[config.mk]
export PLATFORM = sky130hd
export DESIGN_NAME = gardner_lock_ctrl
export DESIGN_NICKNAME = d
export VERILOG_FILES = /design/src/rtl/gardner_lock_ctrl.sv
export SDC_FILE = /design/constraint.sdc
export NUM_CORES = 1
export LEC_CHECK = 0
export ABC_AREA = 0
export BUFFER_PORTS_ARGS = -buffer_cell sky130_fd_sc_hd__buf_4
export CORE_ASPECT_RATIO = 1.4
export CORE_MARGIN = 2
export CORE_UTILIZATION = 25
export DETAILED_ROUTE_END_ITERATION = 10
export HOLD_SLACK_MARGIN = 0.1
export PLACE_DENSITY = 0.39
export SYNTH_ARGS = -nofsm -noshare
export SYNTH_HDL_FRONTEND = slang
export SYNTH_SLANG_ARGS = --single-unit
export TNS_END_PERCENT = 30
[constraint.sdc]
create_clock -name clk -period 10.9 [get_ports clk]
set_input_delay 0.545 -clock clk [delete_from_list [all_inputs] [get_ports clk]]
set_output_delay 0.545 -clock clk [all_outputs]
set_load 0.01 [all_outputs]
[src/rtl/gardner_lock_ctrl.sv]
`default_nettype none
// ============================================================================
// Module   : gardner_lock_ctrl
// Brief    : Acquisition/tracking sequencer for the Gardner symbol-timing loop.
// Revision : 1.0 - initial release
// ============================================================================
module gardner_lock_ctrl #(
    parameter int ERR_W            = 16,
    parameter int WIN_LOG2         = 5,
    parameter int LOCK_THR         = 1024,
    parameter int UNLOCK_THR       = 4096,
    parameter int LOCK_WINS        = 4,
    parameter int UNLOCK_WINS      = 2,
    parameter int ACQ_TIMEOUT_WINS = 64,
    parameter int SYM_TIMEOUT      = 64
) (
    input  logic                    clk,
    input  logic                    rst,
    input  logic                    enable,
    input  logic                    sync_flag,
    input  logic signed [ERR_W-1:0] ted_err,
    output logic                    loop_clr,
    output logic                    loop_en,
    output logic                    gain_sel,
    output logic                    locked,
    output logic                    lock_lost,
    output logic [3:0]              acq_retries
);

    localparam int c_ACC_W  = ERR_W - 1 + WIN_LOG2;
    localparam int c_GOOD_W = $clog2(LOCK_WINS + 1);
    localparam int c_BAD_W  = $clog2(UNLOCK_WINS + 1);
    localparam int c_WIN_W  = $clog2(ACQ_TIMEOUT_WINS + 1);
    localparam int c_WD_W   = $clog2(SYM_TIMEOUT + 1);

    localparam logic [1:0] c_S_IDLE  = 2'd0;
    localparam logic [1:0] c_S_CLEAR = 2'd1;
    localparam logic [1:0] c_S_ACQ   = 2'd2;
    localparam logic [1:0] c_S_TRACK = 2'd3;

    logic [1:0]          r_state;
    logic [1:0]          w_next;
    logic [c_ACC_W-1:0]  r_acc;
    logic [c_ACC_W-1:0]  w_sum;
    logic [c_ACC_W-1:0]  w_mean;
    logic [WIN_LOG2-1:0] r_smp;
    logic [c_GOOD_W-1:0] r_good;
    logic [c_GOOD_W-1:0] w_good_nxt;
    logic [c_BAD_W-1:0]  r_bad;
    logic [c_BAD_W-1:0]  w_bad_nxt;
    logic [c_WIN_W-1:0]  r_acq_win;
    logic [c_WIN_W-1:0]  w_acq_win_nxt;
    logic [c_WD_W-1:0]   r_wdog;
    logic [ERR_W-1:0]    w_neg;
    logic [ERR_W-2:0]    w_abs;
    logic                w_run;
    logic                w_win_end;
    logic                w_wdog_exp;

    always_comb begin
        w_neg = -ted_err;
        // The most negative error has no positive twin; clamp it to full scale.
        if (!ted_err[ERR_W-1])
            w_abs = ted_err[ERR_W-2:0];
        else if (ted_err == {1'b1, {(ERR_W-1){1'b0}}})
            w_abs = '1;
        else
            w_abs = w_neg[ERR_W-2:0];

        w_sum         = r_acc + c_ACC_W'(w_abs);
        w_mean        = w_sum >> WIN_LOG2;
        w_run         = (r_state == c_S_ACQ) || (r_state == c_S_TRACK);
        w_win_end     = w_run && sync_flag && (r_smp == '1);
        w_wdog_exp    = w_run && !sync_flag && (r_wdog == c_WD_W'(SYM_TIMEOUT - 1));
        w_good_nxt    = (w_mean < c_ACC_W'(LOCK_THR)) ? r_good + c_GOOD_W'(1) : '0;
        w_bad_nxt     = (w_mean >= c_ACC_W'(UNLOCK_THR)) ? r_bad + c_BAD_W'(1) : '0;
        w_acq_win_nxt = r_acq_win + c_WIN_W'(1);

        w_next = r_state;
        case (r_state)
            c_S_IDLE:  w_next = c_S_CLEAR;
            c_S_CLEAR: w_next = c_S_ACQ;
            c_S_ACQ: begin
                if (w_wdog_exp)
                    w_next = c_S_CLEAR;
                else if (w_win_end) begin
                    if (w_good_nxt == c_GOOD_W'(LOCK_WINS))
                        w_next = c_S_TRACK;
                    else if (w_acq_win_nxt == c_WIN_W'(ACQ_TIMEOUT_WINS))
                        w_next = c_S_CLEAR;
                end
            end
            default: begin
                if (w_wdog_exp || (w_win_end && (w_bad_nxt == c_BAD_W'(UNLOCK_WINS))))
                    w_next = c_S_CLEAR;
            end
        endcase
        if (!enable)
            w_next = c_S_IDLE;
    end

    always_ff @(posedge clk) begin
        if (rst) begin
            r_state     <= c_S_IDLE;
            r_acc       <= '0;
            r_smp       <= '0;
            r_good      <= '0;
            r_bad       <= '0;
            r_acq_win   <= '0;
            r_wdog      <= '0;
            loop_clr    <= 1'b0;
            loop_en     <= 1'b0;
            gain_sel    <= 1'b0;
            locked      <= 1'b0;
            lock_lost   <= 1'b0;
            acq_retries <= 4'd0;
        end else begin
            r_state   <= w_next;
            loop_clr  <= (w_next == c_S_CLEAR);
            loop_en   <= (w_next == c_S_ACQ) || (w_next == c_S_TRACK);
            gain_sel  <= (w_next == c_S_TRACK);
            locked    <= (w_next == c_S_TRACK);
            lock_lost <= (r_state == c_S_TRACK) && (w_next == c_S_CLEAR);

            if (w_next == c_S_IDLE)
                acq_retries <= 4'd0;
            else if ((w_next == c_S_CLEAR) && (r_state != c_S_IDLE) && (acq_retries != 4'hF))
                acq_retries <= acq_retries + 4'd1;

            if (!w_run) begin
                r_acc     <= '0;
                r_smp     <= '0;
                r_good    <= '0;
                r_bad     <= '0;
                r_acq_win <= '0;
                r_wdog    <= '0;
            end else begin
                r_wdog <= sync_flag ? '0 : r_wdog + c_WD_W'(1);
                if (w_win_end) begin
                    r_acc <= '0;
                    r_smp <= '0;
                    if (r_state == c_S_ACQ) begin
                        r_good    <= w_good_nxt;
                        r_acq_win <= w_acq_win_nxt;
                    end else begin
                        r_bad <= w_bad_nxt;
                    end
                end else if (sync_flag) begin
                    r_acc <= w_sum;
                    r_smp <= r_smp + WIN_LOG2'(1);
                end
            end
        end
    end

endmodule
`default_nettype wire

# After elaboration in Yosys (flattened, before gate mapping)
# Cells that the tools add are included.
[op_classes] addsub=8 magnitude_cmp=2 n_eq_ne=13 mux=11 bitwise_logic=2 reduce_logical=21
[op_table] operator="$mux 15" count=2
[op_table] operator="$add 20x15->20" count=1
[op_table] operator="$eq 16x16->1 const B" count=1
[op_table] operator="$ge 15x13->1 const B" count=1
[op_table] operator="$lt 15x11->1 const B" count=1
[op_table] operator="$neg 15->15" count=1
[op_table] operator="$add 7x1->7 const B" count=2
[op_table] operator="$mux 2" count=7
[op_table] operator="$eq 2x2->1 const B" count=5
[op_table] operator="$logic_and 1x1->1" count=8
[op_table] operator="$eq 7x6->1 const B" count=1
[op_table] operator="$eq 7x7->1 const B" count=1
[op_table] operator="$pmux 2 s3" count=1
[op_table] operator="$reduce_or 3->1" count=2
[op_table] operator="$add 5x1->5 const B" count=1
[op_table] operator="$eq 5x5->1 const B" count=1
[op_table] operator="$add 4x1->4 const B" count=1
[op_table] operator="$eq 2x1->1 const B" count=2
[op_table] operator="$logic_not 2->1" count=2
[op_table] operator="$ne 4x4->1 const B" count=1
[op_table] operator="$reduce_and 2->1" count=2
[op_table] operator="$reduce_or 2->1" count=2
[op_table] operator="$add 3x1->3 const B" count=1
[op_table] operator="$eq 3x3->1 const B" count=1
[op_table] operator="6 further kinds" count=9
[word_totals] register_bits=54 in_bits=20 out_inout_bits=9 elab_cells=69

# Depth between registers and ports, before layout
[depth] ltp_word=15 depth_mapped=20 depth_no_buf=19

# Worst setup path after synthesis
# OpenSTA, ideal clock, no wires.
[synth_path] path_kind="input to register" from="in ted_err[0]" to="reg acq_retries[0]" t_arrival_ns=4.976 slack_ns=5.855 stages=19 n_path_buf=2 path_cell_list="inv_1 ha_1 nand2_1 or3_1 or3_1 or3_1 or3b_1 clkbuf_1 clkbuf_1 nand2_1 ha_1 a21o_1 a31o_1 a2111oi_4 mux2i_1 a2111o_1 nand3_1 or4b_1 o21ai_1"
[synth_via] elab_chain_len=15 word_cells_on_any_way=24
[synth_rtl] element="start: declaration" line_no="21" text="input logic signed [ERR_W-1:0] ted_err,"
[synth_rtl] element="$neg 15->15 / $eq 16x16->1 (equally long branches)" line_no="61, 65"
[synth_rtl] element="$mux 15" line_no="65" text="else if (ted_err == {1'b1, {(ERR_W-1){1'b0}}})"
[synth_rtl] element="$mux 15 (*)" line_no="63" text="if (!ted_err[ERR_W-1])"
[synth_rtl] element="$add 20x15->20 (*)" line_no="70" text="w_sum = r_acc + c_ACC_W'(w_abs);"
[synth_rtl] element="$lt 15x11->1 / $ge 15x13->1 (equally long branches)" line_no="75, 76"
[synth_rtl] element="$mux 3 / $mux 2 (equally long branches)" line_no="75, 76"
[synth_rtl] element="$eq 3x3->1 / $eq 2x2->1 (equally long branches)" line_no="87, 94"
[synth_rtl] element="$mux 2 / $logic_and 1x1->1 (equally long branches)" line_no="87, 94"
[synth_rtl] element="$mux 2 / $logic_or 1x1->1 (equally long branches)" line_no="86, 94"
[synth_rtl] element="$mux 2, on equally long branches" line_no="84, 94"
[synth_rtl] element="$pmux 2 s3 (*)" line_no="80" text="case (r_state)"
[synth_rtl] element="$mux 2 (*)" line_no="98" text="if (!enable)"
[synth_rtl] element="$eq 2x1->1" line_no="127" text="else if ((w_next == c_S_CLEAR) && (r_state != c_S_IDLE) && (acq_retries != 4'hF))"
[synth_rtl] element="$logic_and 1x1->1 (2 in series)" line_no="127"
[synth_rtl] element="end signal: assignment" line_no="128" text="acq_retries <= acq_retries + 4'd1;"
[synth_rtl] element="end: declaration" line_no="27" text="output logic [3:0] acq_retries"
# Every way passes the cells marked *; elsewhere a longest branch is shown, timed or not.
# A chain may end at the register's enable or synchronous reset.

# Worst setup path after layout
[layout_path] from="in ted_err[0]" to="reg loop_clr"
[layout_via] elab_chain_len=13 word_cells_on_any_way=20
[layout_rtl] element="$neg 15->15 / $eq 16x16->1 (equally long branches)" line_no="61, 65"
[layout_rtl] element="$mux 15" line_no="65"
[layout_rtl] element="$mux 15 (*)" line_no="63"
[layout_rtl] element="$add 20x15->20 (*)" line_no="70"
[layout_rtl] element="$lt 15x11->1 / $ge 15x13->1 (equally long branches)" line_no="75, 76"
[layout_rtl] element="$mux 3 / $mux 2 (equally long branches)" line_no="75, 76"
[layout_rtl] element="$eq 3x3->1 / $eq 2x2->1 (equally long branches)" line_no="87, 94"
[layout_rtl] element="$mux 2 / $logic_and 1x1->1 (equally long branches)" line_no="87, 94"
[layout_rtl] element="$mux 2 / $logic_or 1x1->1 (equally long branches)" line_no="86, 94"
[layout_rtl] element="$mux 2, on equally long branches" line_no="84, 94"
[layout_rtl] element="$pmux 2 s3 (*)" line_no="80"
[layout_rtl] element="$mux 2 (*)" line_no="98"
[layout_rtl] element="$eq 2x1->1 (*)" line_no="119" text="loop_clr <= (w_next == c_S_CLEAR);"
[layout_rtl] element="end signal: assignment" line_no="119"
[layout_rtl] element="end: declaration" line_no="22" text="output logic loop_clr,"
# Marked as above.

==> impl_results.md <==
- Most frequent CP cell: or3_1
- M1 GR Usage: 12.8%
- CP arrival: about 5500 ps
- Hold path cells: 2
- Net Switching: about 120 uW
- DR WL/cell: 12.4 um
- Most common cell after layout, fill and taps aside: nor2_1
- RSZ-0062 raised after global routing: false
- Die ar.: 15100 sq um
- Outcome: completed
- Worst Hold Class: input pin to flop
- Comb pwr share: between 10% and 20%
- Vias per cell: around 4.7
- Setup CP Type: input pin to flop
- Seq/Total Area, Yosys: a little under a third
- Cts bufs inserted: 5
- Max-Slew Margin vs Limit: between 40% and 50%
- Commonest cells after routing, fill and taps aside: nor2_1 (57), dfxtp_1 (54), nand2_1 (51)
- Clk pin slew, worst setup/hold paths: ~70 ps
- CTS root buf: clkbuf_16
- Switching Fraction: between 20 and 30%
- Share of cells above drive strength 1: between 9 and 10%
- Largest net degree at the start of global routing: 26
- Cell Area, Synth: ~3500 sq um
- Initial Util: 25.5%
- Mapped Nets: between 400 and 500
- I/O pin cnt: 29
- Max Freq: around 0.19 GHz
- Max incr delay on CP: about 580 ps
- Synthesized area per cell: ~8.0 sq um
- Vias in the first global route: ~2900
- Post-synth ARST share: 0%
- Commonest register cell after synthesis: dfxtp_1
- Worst setup EP type: flop
- Mapped Cells: ~440
- Leakage power: approximately 0.0016 uW
- ANT nets after route: 0
- Grt peak-use layer: met2
- Number of post-CTS setup repair buffers: 0
- Gates resized, CTS repair: 0
- Multi-input gate area: between 2000 and 2500 sq um
- First-iteration detailed-routing DRC count: 98
- Int Pwr: 334 uW
- Synth unique cells: 55
- Maximum vdd ir drop: approximately 58 uV
- CTS Hold Bufs: 0
- DP Wirelength: roughly 6200 um
- Final wirelength: 8040 um
- Max_cap viols: 0
- Final Critical Period: roughly 5300 ps
- First-pass iteration count of the detailed router: 4
- Dpl cells: between 600 and 700
- Remaining Overflow, GRT: 0
- GR met2 Demand/Resource: between 20% and 30%
- Total GRT Usage: between 10 and 15%
- Worst Tran Pin Value: 893 ps
- Clock sinks: 54
- Clock power share: around two fifths
- Clock Latency Late Sink: 300 ps
- TNS Setup: 0 ps
- Crit-path slowest cell: or3b_1
- GPL Wtd Cong: 0.762
- EDFF count, synth: 0
- Initial antenna violation count: 0
- Buffers on Ports: 28
- H-tree depth: 2
- CP max FO: 14
- CTS tree: built
- CP cell instances: buf_4 > inv_1 > ha_1 > nand2_1 > or3_1 > or3_1 > or3_1 > or3b_1 > a31oi_1 > inv_2 > fa_1 > nor2b_1 > o21bai_1 > a211oi_1 > o31ai_1 > a211oi_4 > nand3_2 > o32a_1 > nor3b_2
- Final Max Tran Viols: 0
- Final Hold Viols: 0
- Vias: 3037
- Cell Count, Final, Fillers Out: 650
- Req. time, crit path: around 11000 ps
- Total core area: between 10000 and 15000 sq um
- Die height: 144 um
- Pwr Density: 110 nW/um^2
- CP startpoint kind: input pin
- GRT met3 Usage: under 10%
- Final period util: between 40% and 50%
- Worst Reg-to-Reg Cells: 9
- Die Span X: between 100 and 150 um
- Drt drc: 0
- Clock Skew: around 3.5 ps
- Area Growth Syn to Fin: 15.9%
- First-pass GRT wire length: 13800 um
- Nets@finish: slightly above 500
- Yosys reg bits: 54
- Reg area: roughly 1100 sq um
- Clock Tree Buf Depth: 2
- Seq pwr share: between 40% and 50%
- Number of fill cells: about 1500
- Row Count: 51
- # setup viols final: 0
- Ys Warns: 0
- Antenna diode count: 0
==> registers in the layout (all words and copies together), names as in the netlist, 2 cells and up <==
| name | flops |
|---|---|
| r_smp | 5 |
| r_acc | 20 |
| acq_retries | 4 |
| r_wdog | 7 |
| r_acq_win | 7 |
| r_bad | 2 |
| r_state | 2 |
| r_good | 3 |
==> path summary, 6_finish.rpt <==
kind,slack [ps],startpoint,endpoint
worst max-delay path,5590,ted_err[0],loop_clr$_SDFF_PP0_
worst min-delay path,440,rst,loop_clr$_SDFF_PP0_
worst max register to register,7850,r_acc[4]$_SDFFE_PP0P_,acq_retries[0]$_SDFFE_PP0P_
worst min register to register,450,r_wdog[0]$_SDFF_PP0_,r_wdog[0]$_SDFF_PP0_
==> Yosys cell counts, types with 2 or more instances <==
cell type	count	share of area, %
nor2b_1	4	0.71
a21o_1	6	1.3
a21oi_1	33	4.7
and3_1	8	1.4
o21ai_1	4	0.57
o21ai_0	18	2.6
nand4_1	7	1.2
ha_1	23	8.2
and4_1	2	0.50
mux2i_1	13	3.7
nor3_1	6	0.85
clkbuf_1	11	1.2
nand2_1	51	5.4
nand3b_1	3	0.64
o21bai_1	3	0.64
xnor2_1	19	4.7
and2_1	2	0.35
a211oi_1	3	0.64
nand3_1	17	2.4
or3_1	10	1.8
inv_1	14	1.5
o21a_1	3	0.64
a31oi_1	4	0.71
nor2_1	57	6.1
o31ai_1	5	1.1
nand2b_1	11	2.0
dfxtp_1	54	31
nor3b_1	2	0.43
xor2_1	23	5.7
==> power by group through the flow <==
stage | combinational, uW | sequential (uW) | clock [uW]
2_1_floorplan | 45.1 | 205 | 0
3_3_place_gp | 64.6 | 205 | 0
3_5_place_dp | 64.5 | 205 | 0
4_1_cts | 64.7 | 200 | 196
5_1_grt | 72.3 | 201 | 201
6_report | 63.6 | 200 | 186
==> worst max-delay path: cells and delay by family <==
family	cells	cell delay (ps)
and+or+nand+nor	8	2280
buffers and inverters	3	260
AOI/OAI and AO/OA	6	1880
adders and majority gates	2	600
==> logic make-up (layout without fill, tap and decap cells) <==
group,count (synthesis),count (layout),share of synthesized area [%]
xor+xnor,42,42,10.4
compound gates,91,91,16.9
mux,13,13,3.69
flops,54,54,30.7
simple gates,189,189,26.4
buf+inv,29,52,3.19
fa+ha+maj,24,24,8.73
==> layer usage <==
| metal | share of wire (%) | up-vias |
|---|---|---|
| li1 | - | 1598 |
| met1 | 46 | 1401 |
| met2 | 50 | 31 |
| met3 | 2.1 | 7 |
| met4 | 1.3 | 0 |
| met5 | 0 | - |
==> layout make-up <==
cell class	instances	share of cell area, %
Multi-Input combinational cell	359	57.1
Sequential cell	54	26.5
Tap cell	185	5.67
Timing Repair Buffer	28	5.15
Clock buffer	5	3.06
Inverter	16	1.47
Clock inverter	3	1.10
==> stage by stage <==
| step | power (uW) | area (sq um) | setup slack [ps] | hold slack (ps) | util [%] |
|---|---|---|---|---|---|
| floorplan | 250 | 3520 | 5860 | 418 | - |
| global route | 474 | 4080 | 5160 | 444 | 29.5 |
| global placement | 270 | 3910 | 5360 | 432 | 28.3 |
| detailed placement | 270 | 3910 | 5220 | 444 | 28.3 |
| finish | 450 | 4080 | 5590 | 442 | 29.5 |
| CTS | 461 | 4080 | 5520 | 434 | 29.5 |
No activity file was read; power rests on OpenSTA's default activity.
